$ cat config.mk
export PLATFORM = sky130hd
export DESIGN_NAME = obi_mux_n_to_1
export DESIGN_NICKNAME = d
export VERILOG_FILES = /design/src/rtl/obi_pkg.sv /design/src/rtl/obi_id_fifo.sv /design/src/rtl/obi_mux_n_to_1.sv
export SDC_FILE = /design/constraint.sdc
export NUM_CORES = 1
export LEC_CHECK = 0
export ABC_AREA = 0
export CORE_AREA = 2 2 122 124
export DETAILED_ROUTE_END_ITERATION = 12
export DIE_AREA = 0 0 124 126
export GPL_TIMING_DRIVEN = 0
export PLACE_DENSITY_LB_ADDON = 0.08
export SYNTH_ARGS = -nofsm -noshare
export SYNTH_HDL_FRONTEND = slang
export SYNTH_SLANG_ARGS = --single-unit
$ cat constraint.sdc
create_clock -name clk_i -period 3 [get_ports clk_i]
set_input_delay 0.6 -clock clk_i [delete_from_list [all_inputs] [get_ports clk_i]]
set_output_delay 0.6 -clock clk_i [all_outputs]
set_load 0.1 [all_outputs]
$ cat src/rtl/obi_pkg.sv
// Shared OBI field widths and arbitration-mode encodings for the OBI interconnect.
package obi_pkg;

    localparam int ADDR_W = 32;
    localparam int DATA_W = 32;
    localparam int BE_W   = 4;

    localparam int ARB_FIXED = 0;
    localparam int ARB_RR    = 1;

    // Address-phase payload that travels with the selected request.
    typedef struct packed {
        logic [ADDR_W-1:0] addr;
        logic              we;
        logic [BE_W-1:0]   be;
        logic [DATA_W-1:0] wdata;
    } obi_req_t;

    // Width of an initiator index; a single initiator still needs one bit.
    function automatic int id_width(input int n);
        return (n > 1) ? $clog2(n) : 1;
    endfunction

endpackage

$ cat src/rtl/obi_id_fifo.sv
// In-order FIFO of initiator IDs used to route responses back to their requester.
module obi_id_fifo #(
    parameter int DEPTH = 2,
    parameter int W     = 1,
    parameter int CNT_W = $clog2(DEPTH + 1)
) (
    input  logic             clk_i,
    input  logic             rst_i,
    input  logic             push,
    input  logic [W-1:0]     push_id,
    input  logic             pop,
    output logic [W-1:0]     head,
    output logic             full,
    output logic             empty,
    output logic [CNT_W-1:0] count
);

    localparam int PTR_W = (DEPTH > 1) ? $clog2(DEPTH) : 1;

    logic [W-1:0]     mem [DEPTH];
    logic [PTR_W-1:0] wr_ptr;
    logic [PTR_W-1:0] rd_ptr;
    logic             do_push;
    logic             do_pop;

    function automatic logic [PTR_W-1:0] ptr_next(input logic [PTR_W-1:0] p);
        return (p == PTR_W'(DEPTH - 1)) ? '0 : p + 1'b1;
    endfunction

    assign full    = (count == CNT_W'(DEPTH));
    assign empty   = (count == '0);
    // A pop in the same cycle frees the slot the push needs.
    assign do_push = push & (~full | pop);
    assign do_pop  = pop & ~empty;
    assign head    = mem[rd_ptr];

    always_ff @(posedge clk_i) begin
        if (do_push) begin
            mem[wr_ptr] <= push_id;
        end
    end

    always_ff @(posedge clk_i) begin
        if (rst_i) begin
            wr_ptr <= '0;
            rd_ptr <= '0;
            count  <= '0;
        end else begin
            if (do_push) begin
                wr_ptr <= ptr_next(wr_ptr);
            end
            if (do_pop) begin
                rd_ptr <= ptr_next(rd_ptr);
            end
            case ({do_push, do_pop})
                2'b10:   count <= count + 1'b1;
                2'b01:   count <= count - 1'b1;
                default: count <= count;
            endcase
        end
    end

endmodule

$ cat src/rtl/obi_mux_n_to_1.sv
// N-initiator to 1-target OBI interconnect with fixed or round-robin arbitration,
// address-phase lock until grant and in-order response routing.
module obi_mux_n_to_1
    import obi_pkg::*;
#(
    parameter int NUM_INIT        = 2,
    parameter int ARB_MODE        = 0,
    parameter int MAX_OUTSTANDING = 2,
    parameter int WRITE_RESP      = 0
) (
    input  logic                                 clk_i,
    input  logic                                 rst_i,
    input  logic [NUM_INIT-1:0]                  init_req_i,
    output logic [NUM_INIT-1:0]                  init_gnt_o,
    input  logic [NUM_INIT*ADDR_W-1:0]           init_addr_i,
    input  logic [NUM_INIT-1:0]                  init_we_i,
    input  logic [NUM_INIT*BE_W-1:0]             init_be_i,
    input  logic [NUM_INIT*DATA_W-1:0]           init_wdata_i,
    output logic [NUM_INIT-1:0]                  init_rvalid_o,
    output logic [NUM_INIT*DATA_W-1:0]           init_rdata_o,
    output logic                                 shr_req_o,
    input  logic                                 shr_gnt_i,
    output logic [ADDR_W-1:0]                    shr_addr_o,
    output logic                                 shr_we_o,
    output logic [BE_W-1:0]                      shr_be_o,
    output logic [DATA_W-1:0]                    shr_wdata_o,
    input  logic                                 shr_rvalid_i,
    input  logic [DATA_W-1:0]                    shr_rdata_i,
    output logic [$clog2(MAX_OUTSTANDING+1)-1:0] outstanding_o,
    output logic                                 resp_err_o
);

    localparam int ID_W  = id_width(NUM_INIT);
    localparam int CNT_W = $clog2(MAX_OUTSTANDING + 1);

    // Handshake: an address phase completes when shr_req_o and the selected
    // init_gnt_o are both high in the same cycle; rvalid has no back-pressure.

    logic                  lock_q;
    logic [ID_W-1:0]       lock_id_q;
    // Holds the index where the next round-robin search starts (last winner + 1).
    logic [ID_W-1:0]       rr_ptr_q;
    logic                  err_q;

    logic [2*NUM_INIT-1:0] req_rot;
    logic [ID_W:0]         rr_sum;
    logic                  arb_found;
    logic [ID_W-1:0]       arb_sel;
    logic [ID_W-1:0]       sel;
    obi_req_t              sel_req;

    logic                  room;
    logic                  handshake;
    logic                  fifo_push;
    logic [ID_W-1:0]       fifo_head;
    logic                  fifo_full;
    logic                  fifo_empty;
    logic [CNT_W-1:0]      fifo_count;

    always_comb begin
        arb_found = 1'b0;
        arb_sel   = '0;
        rr_sum    = '0;
        req_rot   = {init_req_i, init_req_i} >> rr_ptr_q;
        if (ARB_MODE == ARB_RR) begin
            for (int k = 0; k < NUM_INIT; k++) begin
                if (!arb_found && req_rot[k]) begin
                    arb_found = 1'b1;
                    rr_sum    = {1'b0, rr_ptr_q} + (ID_W + 1)'(k);
                    if (rr_sum >= (ID_W + 1)'(NUM_INIT)) begin
                        rr_sum = rr_sum - (ID_W + 1)'(NUM_INIT);
                    end
                    arb_sel = rr_sum[ID_W-1:0];
                end
            end
        end else begin
            for (int k = 0; k < NUM_INIT; k++) begin
                if (!arb_found && init_req_i[k]) begin
                    arb_found = 1'b1;
                    arb_sel   = ID_W'(k);
                end
            end
        end
    end

    // A pending, ungranted request keeps the mux pinned to its initiator.
    assign sel = lock_q ? lock_id_q : arb_sel;

    always_comb begin
        shr_req_o = 1'b0;
        sel_req   = '0;
        for (int k = 0; k < NUM_INIT; k++) begin
            if (sel == ID_W'(k)) begin
                shr_req_o     = init_req_i[k];
                sel_req.addr  = init_addr_i[ADDR_W*k +: ADDR_W];
                sel_req.we    = init_we_i[k];
                sel_req.be    = init_be_i[BE_W*k +: BE_W];
                sel_req.wdata = init_wdata_i[DATA_W*k +: DATA_W];
            end
        end
    end

    assign shr_addr_o  = sel_req.addr;
    assign shr_we_o    = sel_req.we;
    assign shr_be_o    = sel_req.be;
    assign shr_wdata_o = sel_req.wdata;

    assign room      = ~fifo_full | shr_rvalid_i;
    assign handshake = shr_req_o & shr_gnt_i & room;
    assign fifo_push = handshake & (~shr_we_o | (WRITE_RESP != 0));

    always_comb begin
        init_gnt_o    = '0;
        init_rvalid_o = '0;
        init_rdata_o  = '0;
        for (int k = 0; k < NUM_INIT; k++) begin
            if (sel == ID_W'(k)) begin
                init_gnt_o[k] = handshake;
            end
            if (shr_rvalid_i && !fifo_empty && fifo_head == ID_W'(k)) begin
                init_rvalid_o[k]                   = 1'b1;
                init_rdata_o[DATA_W*k +: DATA_W]   = shr_rdata_i;
            end
        end
    end

    always_ff @(posedge clk_i) begin
        if (rst_i) begin
            lock_q    <= 1'b0;
            lock_id_q <= '0;
            rr_ptr_q  <= '0;
            err_q     <= 1'b0;
        end else begin
            if (shr_req_o && !handshake) begin
                lock_q    <= 1'b1;
                lock_id_q <= sel;
            end else begin
                lock_q    <= 1'b0;
            end
            if (handshake) begin
                rr_ptr_q <= (sel == ID_W'(NUM_INIT - 1)) ? '0 : sel + 1'b1;
            end
            if (shr_rvalid_i && fifo_empty) begin
                err_q <= 1'b1;
            end
        end
    end

    obi_id_fifo #(
        .DEPTH (MAX_OUTSTANDING),
        .W     (ID_W),
        .CNT_W (CNT_W)
    ) u_id_fifo (
        .clk_i   (clk_i),
        .rst_i   (rst_i),
        .push    (fifo_push),
        .push_id (sel),
        .pop     (shr_rvalid_i),
        .head    (fifo_head),
        .full    (fifo_full),
        .empty   (fifo_empty),
        .count   (fifo_count)
    );

    assign outstanding_o = fifo_count;
    assign resp_err_o    = err_q;

endmodule

# Yosys cells after proc, flatten, opt, wreduce, memory -nomap -nowiden
# Memories as Yosys holds them, arrays and structs flattened. A register that Yosys moved wholly into a read port is not among the register bits.
# Index checks and enable logic that the tools add are counted.
# word_totals
register_bits	7
ram_bits	2
out_inout_bits	141
elab_cells	54
n_memories	1
# mem_list
name	depth	width	read_ports	rd_clocked_by_memory_dff	write_ports	line	text
u_id_fifo.mem	2	1	1	1	1	obi_id_fifo.sv:20	logic [W-1:0] mem [DEPTH];
# classes
n_addsub	4
n_eq_ne	3
muxes	19
n_bitwise	10
reduce_logical	11
# ops
operator	n
2-to-1 mux 69 bit	1
2-to-1 mux 32 bit	2
2-to-1 mux 1 bit	15
logical AND 1 bit	6
AND 1 bit	5
equality test 2 bit, second input constant	2
inverter 1 bit	4
case mux 2 bit (2 select lines)	1
zero test 1 bit	3
adder 1 bit, second input constant	2
adder 2 x 1 -> 2 bit, second input constant	1
equality test 2 x 1 -> 1 bit, second input constant	1
zero test 2 bit	1
nonzero test 2 bit	1
subtractor 2 x 1 -> 2 bit, second input constant	1
OR 1 bit	1

# Longest topological paths before layout
# depth
word_depth	12
ltp_mapped	8
depth_no_buf	8

# Modules after synthesis
# A second synthesis with hierarchy kept.
# hier_totals
cells_unflattened	199
area_unflattened_um2	1781.7
# by_module_without_submodules
module	n_inst	cells_per_inst	area_each_um2	seq_area_each_um2
obi_mux_n_to_1	1	170	1483.9	60.1
obi_id_fifo	1	29	297.8	160.2

# Worst setup path after synthesis
# Ideal clock, no wire load.
# synth_timing
path_type	input-to-output
startpoint	in init_req_i[1]
endpoint	out init_gnt_o[0]
arrival_time_ns	3.678
path_slack_ns	-1.278
path_stages	4
path_buffers	0
path_cell_list	and3b_1 -> nor2_1 -> nand2_1 -> nor2_1
# synth_between
elab_chain_cells	7
# synth_lines
item	line	text
start: declaration	obi_mux_n_to_1.sv:13	input logic [NUM_INIT-1:0] init_req_i,
logical AND 1 bit	obi_mux_n_to_1.sv:78	if (!arb_found && init_req_i[k]) begin
2-to-1 mux 1 bit	obi_mux_n_to_1.sv:78	
2-to-1 mux 1 bit	obi_mux_n_to_1.sv:87	assign sel = lock_q ? lock_id_q : arb_sel;
2-to-1 mux 1 bit (*)	obi_mux_n_to_1.sv:93	if (sel == ID_W'(k)) begin
via shr_req_o	obi_mux_n_to_1.sv:21	output logic shr_req_o,
AND 1 bit (*) (2 in series)	obi_mux_n_to_1.sv:109	assign handshake = shr_req_o & shr_gnt_i & room;
2-to-1 mux 1 bit (*)	obi_mux_n_to_1.sv:117	if (sel == ID_W'(k)) begin
end: declaration	obi_mux_n_to_1.sv:14	output logic [NUM_INIT-1:0] init_gnt_o,
# Mark *: on every way through the listed nets, which the timed path passes. The rest lies on a longest branch.

# Worst setup path in the final report
# layout_timing
startpoint	in init_req_i[1]
endpoint	out shr_req_o
# layout_between
elab_chain_cells	4
# layout_lines
item	line
logical AND 1 bit	obi_mux_n_to_1.sv:78
2-to-1 mux 1 bit	obi_mux_n_to_1.sv:78
2-to-1 mux 1 bit	obi_mux_n_to_1.sv:87
2-to-1 mux 1 bit (*)	obi_mux_n_to_1.sv:93
end: declaration	obi_mux_n_to_1.sv:21
# Mark *: on every way between the ends. The rest lies on a longest branch, timed or not.

==> results.py <==
metrics = {
    "run_status": {
        "status": "complete, no violations",
    },
    "sta": {
        "rsz0062_at_grt": "false",
        "relSlewSlack_pct": 33.7,
        "fmax_mhz": 339,
        "period_minus_slack_ns": 2.95,
        "setup_viol": 0,
        "slew_viol_final": 0,
        "worst_slack_ns": 0.0536,
        "min_period_over_period_pct": 98.2,
        "fin_skew_ns": 0.000675,
        "tns_ns": 0,
        "hold_violations": 0,
        "tightest_slew_ns": 0.999,
    },
    "critical_path": {
        "crit_chain": "clkdlybuf4s50_1 -> and3b_1 -> nor2_4 -> clkdlybuf4s15_1",
        "criticalPathCategory": "in -> out",
        "end_kind": "output port",
        "rrSetupSlack_ns": 0.81,
        "start_kind": "input pin",
        "r2r_end": "u_id_fifo.count[1]$_SDFFE_PP0P_",
        "crit_family": "buffers and inverters",
        "cp.arrival_ns": 2.35,
        "cp_slowest_cell": "clkdlybuf4s15_1",
        "path_max_fanout": 3,
        "worstPathRequired_ns": 2.40,
        "r2r_cells": 8,
        "crit_buf_inv": 2,
        "critical_path.max_stage_delay_ns": 0.87,
        "r2r-start": "lock_q$_SDFF_PP0_",
    },
    "routing": {
        "num_vias": 2701,
        "drc": 0,
        "drtPass1Iterations": 3,
        "vias_per_cell": 3.84,
        "antenna_left": 0,
        "drtIter0Drc": 20,
        "post_drt_wl_per_cell_um": 15.8,
        "drt-total-wl_um": 11100,
    },
    "min_path": {
        "hold_path_class": "reg -> reg",
        "worstHoldPathCells": 2,
        "holdPathEnd": "resp_err_o$_SDFFE_PP0P_",
        "holdCritStartpoint": "resp_err_o$_SDFFE_PP0P_",
    },
    "synth": {
        "syn-num-nets": 375,
        "netlist_area_um2": 1720,
        "synth_cell_type_count": 28,
        "syn_avg_cell_area_um2": 8.68,
        "ys_seq_area_share_pct": 12.8,
        "yosysWarnings": 0,
        "syn_inst": 198,
        "synth-seq-cells": 10,
    },
    "floorplan": {
        "core-area_um2": 14300,
        "die_area_um2": 15600,
        "die_x_um": 124,
        "start_util_pct": 12.0,
        "rows": 44,
        "die_height_um": 126,
        "io_pins": 317,
    },
    "power_and_ir_drop": {
        "p_leak_nw": 2.21,
        "switching_share_pct": 63.4,
        "p_int_mw": 0.922,
        "p_per_area_nw_per_um2": 506,
        "p_seq_share_pct": 7.4,
        "vdd_ir_drop_max_mv": 0.239,
        "p_switching_mw": 1.59,
        "pwr-share-comb_pct": 83.3,
        "p_clk_share_pct": 9.2,
    },
    "final_layout": {
        "final_cell_area_um2": 4970,
        "antenna_cells": 0,
        "final_cells": 704,
        "area_delta_synth_final_pct": 190,
        "final_cell_mix": "clkdlybuf4s50_1, buf_4, mux2_2, and2_1, clkbuf_4",
        "final_nets": 698,
        "layout-drive-gt1-share_pct": 48.7,
        "final_common_cell": "clkdlybuf4s50_1",
    },
    "global_route": {
        "grt_overflow": 0,
        "grt_pass1_wl_um": 15400,
        "grt_max_degree": 11,
        "antenna_found_initial": 0,
        "gr-usage-all-layers_pct": 13.1,
        "grt_pass1_vias": 2797,
    },
    "placed_design": {
        "place_area_um2": 5140,
        "post-place-ws_ns": -1.16,
        "gp_congestion": 0.799,
        "place_inst": 697,
        "port_buffers": 315,
        "hpwl_um": 10100,
    },
    "clocking": {
        "cts_hold_buf": 0,
        "clk_latency_ns": 0.23,
        "clock_sinks": 10,
        "cts.reportedPaths.clkPinSlew_ns": 0.04,
        "cts_buffers": 3,
        "cts_buffer_depth": 2,
        "htreeDepth": 1,
        "cts_tree": "done",
        "cts-root-buf": "clkbuf_16",
    },
    "flow_run": {
        "drv_cap": 0,
    },
}
per-layer routing:
layer / part of all wire (%) / vias up / wire length [µm] / GRT usage, %
met4: 0.92 / 0 / 102 / 2.25
met5: 0 / - / 0 / 0
met2: 57 / 167 / 6290 / 27.5
met3: 15 / 6 / 1610 / 6.11
met1: 28 / 1208 / 3100 / 10.8
li1: - / 1320 / - / -
worst min-delay path: stages (launching register included):
cell     delay [ns]
dfxtp_1        0.33
a21oi_1        0.05
nor2_1         0.07
synth_stat cells:
master / instances / share of area, %
a21oi_2: 1 / 0.51
buf_2: 7 / 2.0
clkbuf_1: 6 / 1.3
xor2_1: 2 / 1.0
nand2b_1: 1 / 0.36
buf_1: 1 / 0.22
o31a_1: 1 / 0.51
dfxtp_1: 8 / 9.3
nand3b_4: 1 / 1.2
and3b_1: 1 / 0.51
a21oi_1: 3 / 0.87
nor3b_2: 1 / 0.73
and2_1: 64 / 23
mux2_2: 68 / 45
ha_1: 1 / 0.73
mux2_4: 1 / 0.87
inv_1: 4 / 0.87
o21ai_0: 2 / 0.58
xnor2_1: 1 / 0.51
nor3_1: 1 / 0.29
nor4_1: 1 / 0.36
nor2_1: 14 / 3.1
mux2_1: 1 / 0.66
edfxtp_1: 2 / 3.5
nand2_1: 1 / 0.22
nor2b_1: 1 / 0.36
mux2i_1: 2 / 1.2
or3_1: 1 / 0.36
worst max path at each step:
| stage | endpoint | start | cells after the start | slack [ns] |
|---|---|---|---|---|
| floorplan | init_rdata_o[22] | u_id_fifo.count[0]$_SDFFE_PP0P_ | 4 | 0.008 |
| global placement | init_rdata_o[33] | shr_rvalid_i | 6 | -1.14 |
| detailed placement | init_rdata_o[33] | shr_rvalid_i | 6 | -1.16 |
| CTS | shr_addr_o[25] | init_req_i[1] | 7 | -0.002 |
| global route | init_rdata_o[10] | shr_rvalid_i | 6 | 0.0002 |
| finish | shr_req_o | init_req_i[1] | 4 | 0.05 |
power by group through the flow:
stage | logic [mW] | registers (mW) | clock network (mW)
finish | 2.10 | 0.187 | 0.233
global route | 2.17 | 0.189 | 0.247
CTS | 2.09 | 0.187 | 0.238
detailed placement | 2.15 | 0.188 | 0
global placement | 2.14 | 0.188 | 0
floorplan | 1.45 | 0.263 | 0
layout make-up:
type | count | area (µm²)
fillers | 1527 | 9340
flip-flops and latches | 10 | 223
multi-input cells | 170 | 1470
inverters | 4 | 15.0
repair buffers | 318 | 2870
well taps | 184 | 230
clock buffers | 3 | 75.1
clock inverters | 1 | 3.75
plain buffers | 14 | 86.3
registers in the layout (all words and copies together) (netlist names), named ones only:
register          count
resp_err_o            1
lock_q                1
u_id_fifo.mem         2
u_id_fifo.count       2
u_id_fifo.rd_ptr      1
lock_id_q             1
u_id_fifo.wr_ptr      1
kinds of logic after synthesis:
| logic type | share of synthesized area (%) |
|---|---|
| and+or+nand+nor | 30.7 |
| xor gates and xnor gates | 1.53 |
| DFF | 12.8 |
| AOI/OAI and AO/OA | 2.48 |
| muxes | 47.3 |
| buffers and inverters | 4.44 |
| adders and majority gates | 0.728 |
per-stage QoR:
stage	total power [mW]	utilization, %	hold WS (ns)
detailed placement	2.33	35.9	0.475
global route	2.60	34.8	0.507
CTS	2.51	34.0	0.489
finish	2.52	34.8	0.483
global placement	2.33	35.9	0.465
floorplan	1.71	-	0.472
what timing repair did:
item / 4_1_cts / 5_1_grt
setup endpoints to repair: 138 / 107
buffers inserted: 3 / 0
pin swaps: 1 / 0
gates resized for setup: 772 / 67
Note: power is estimated with default switching activity, not from simulation.
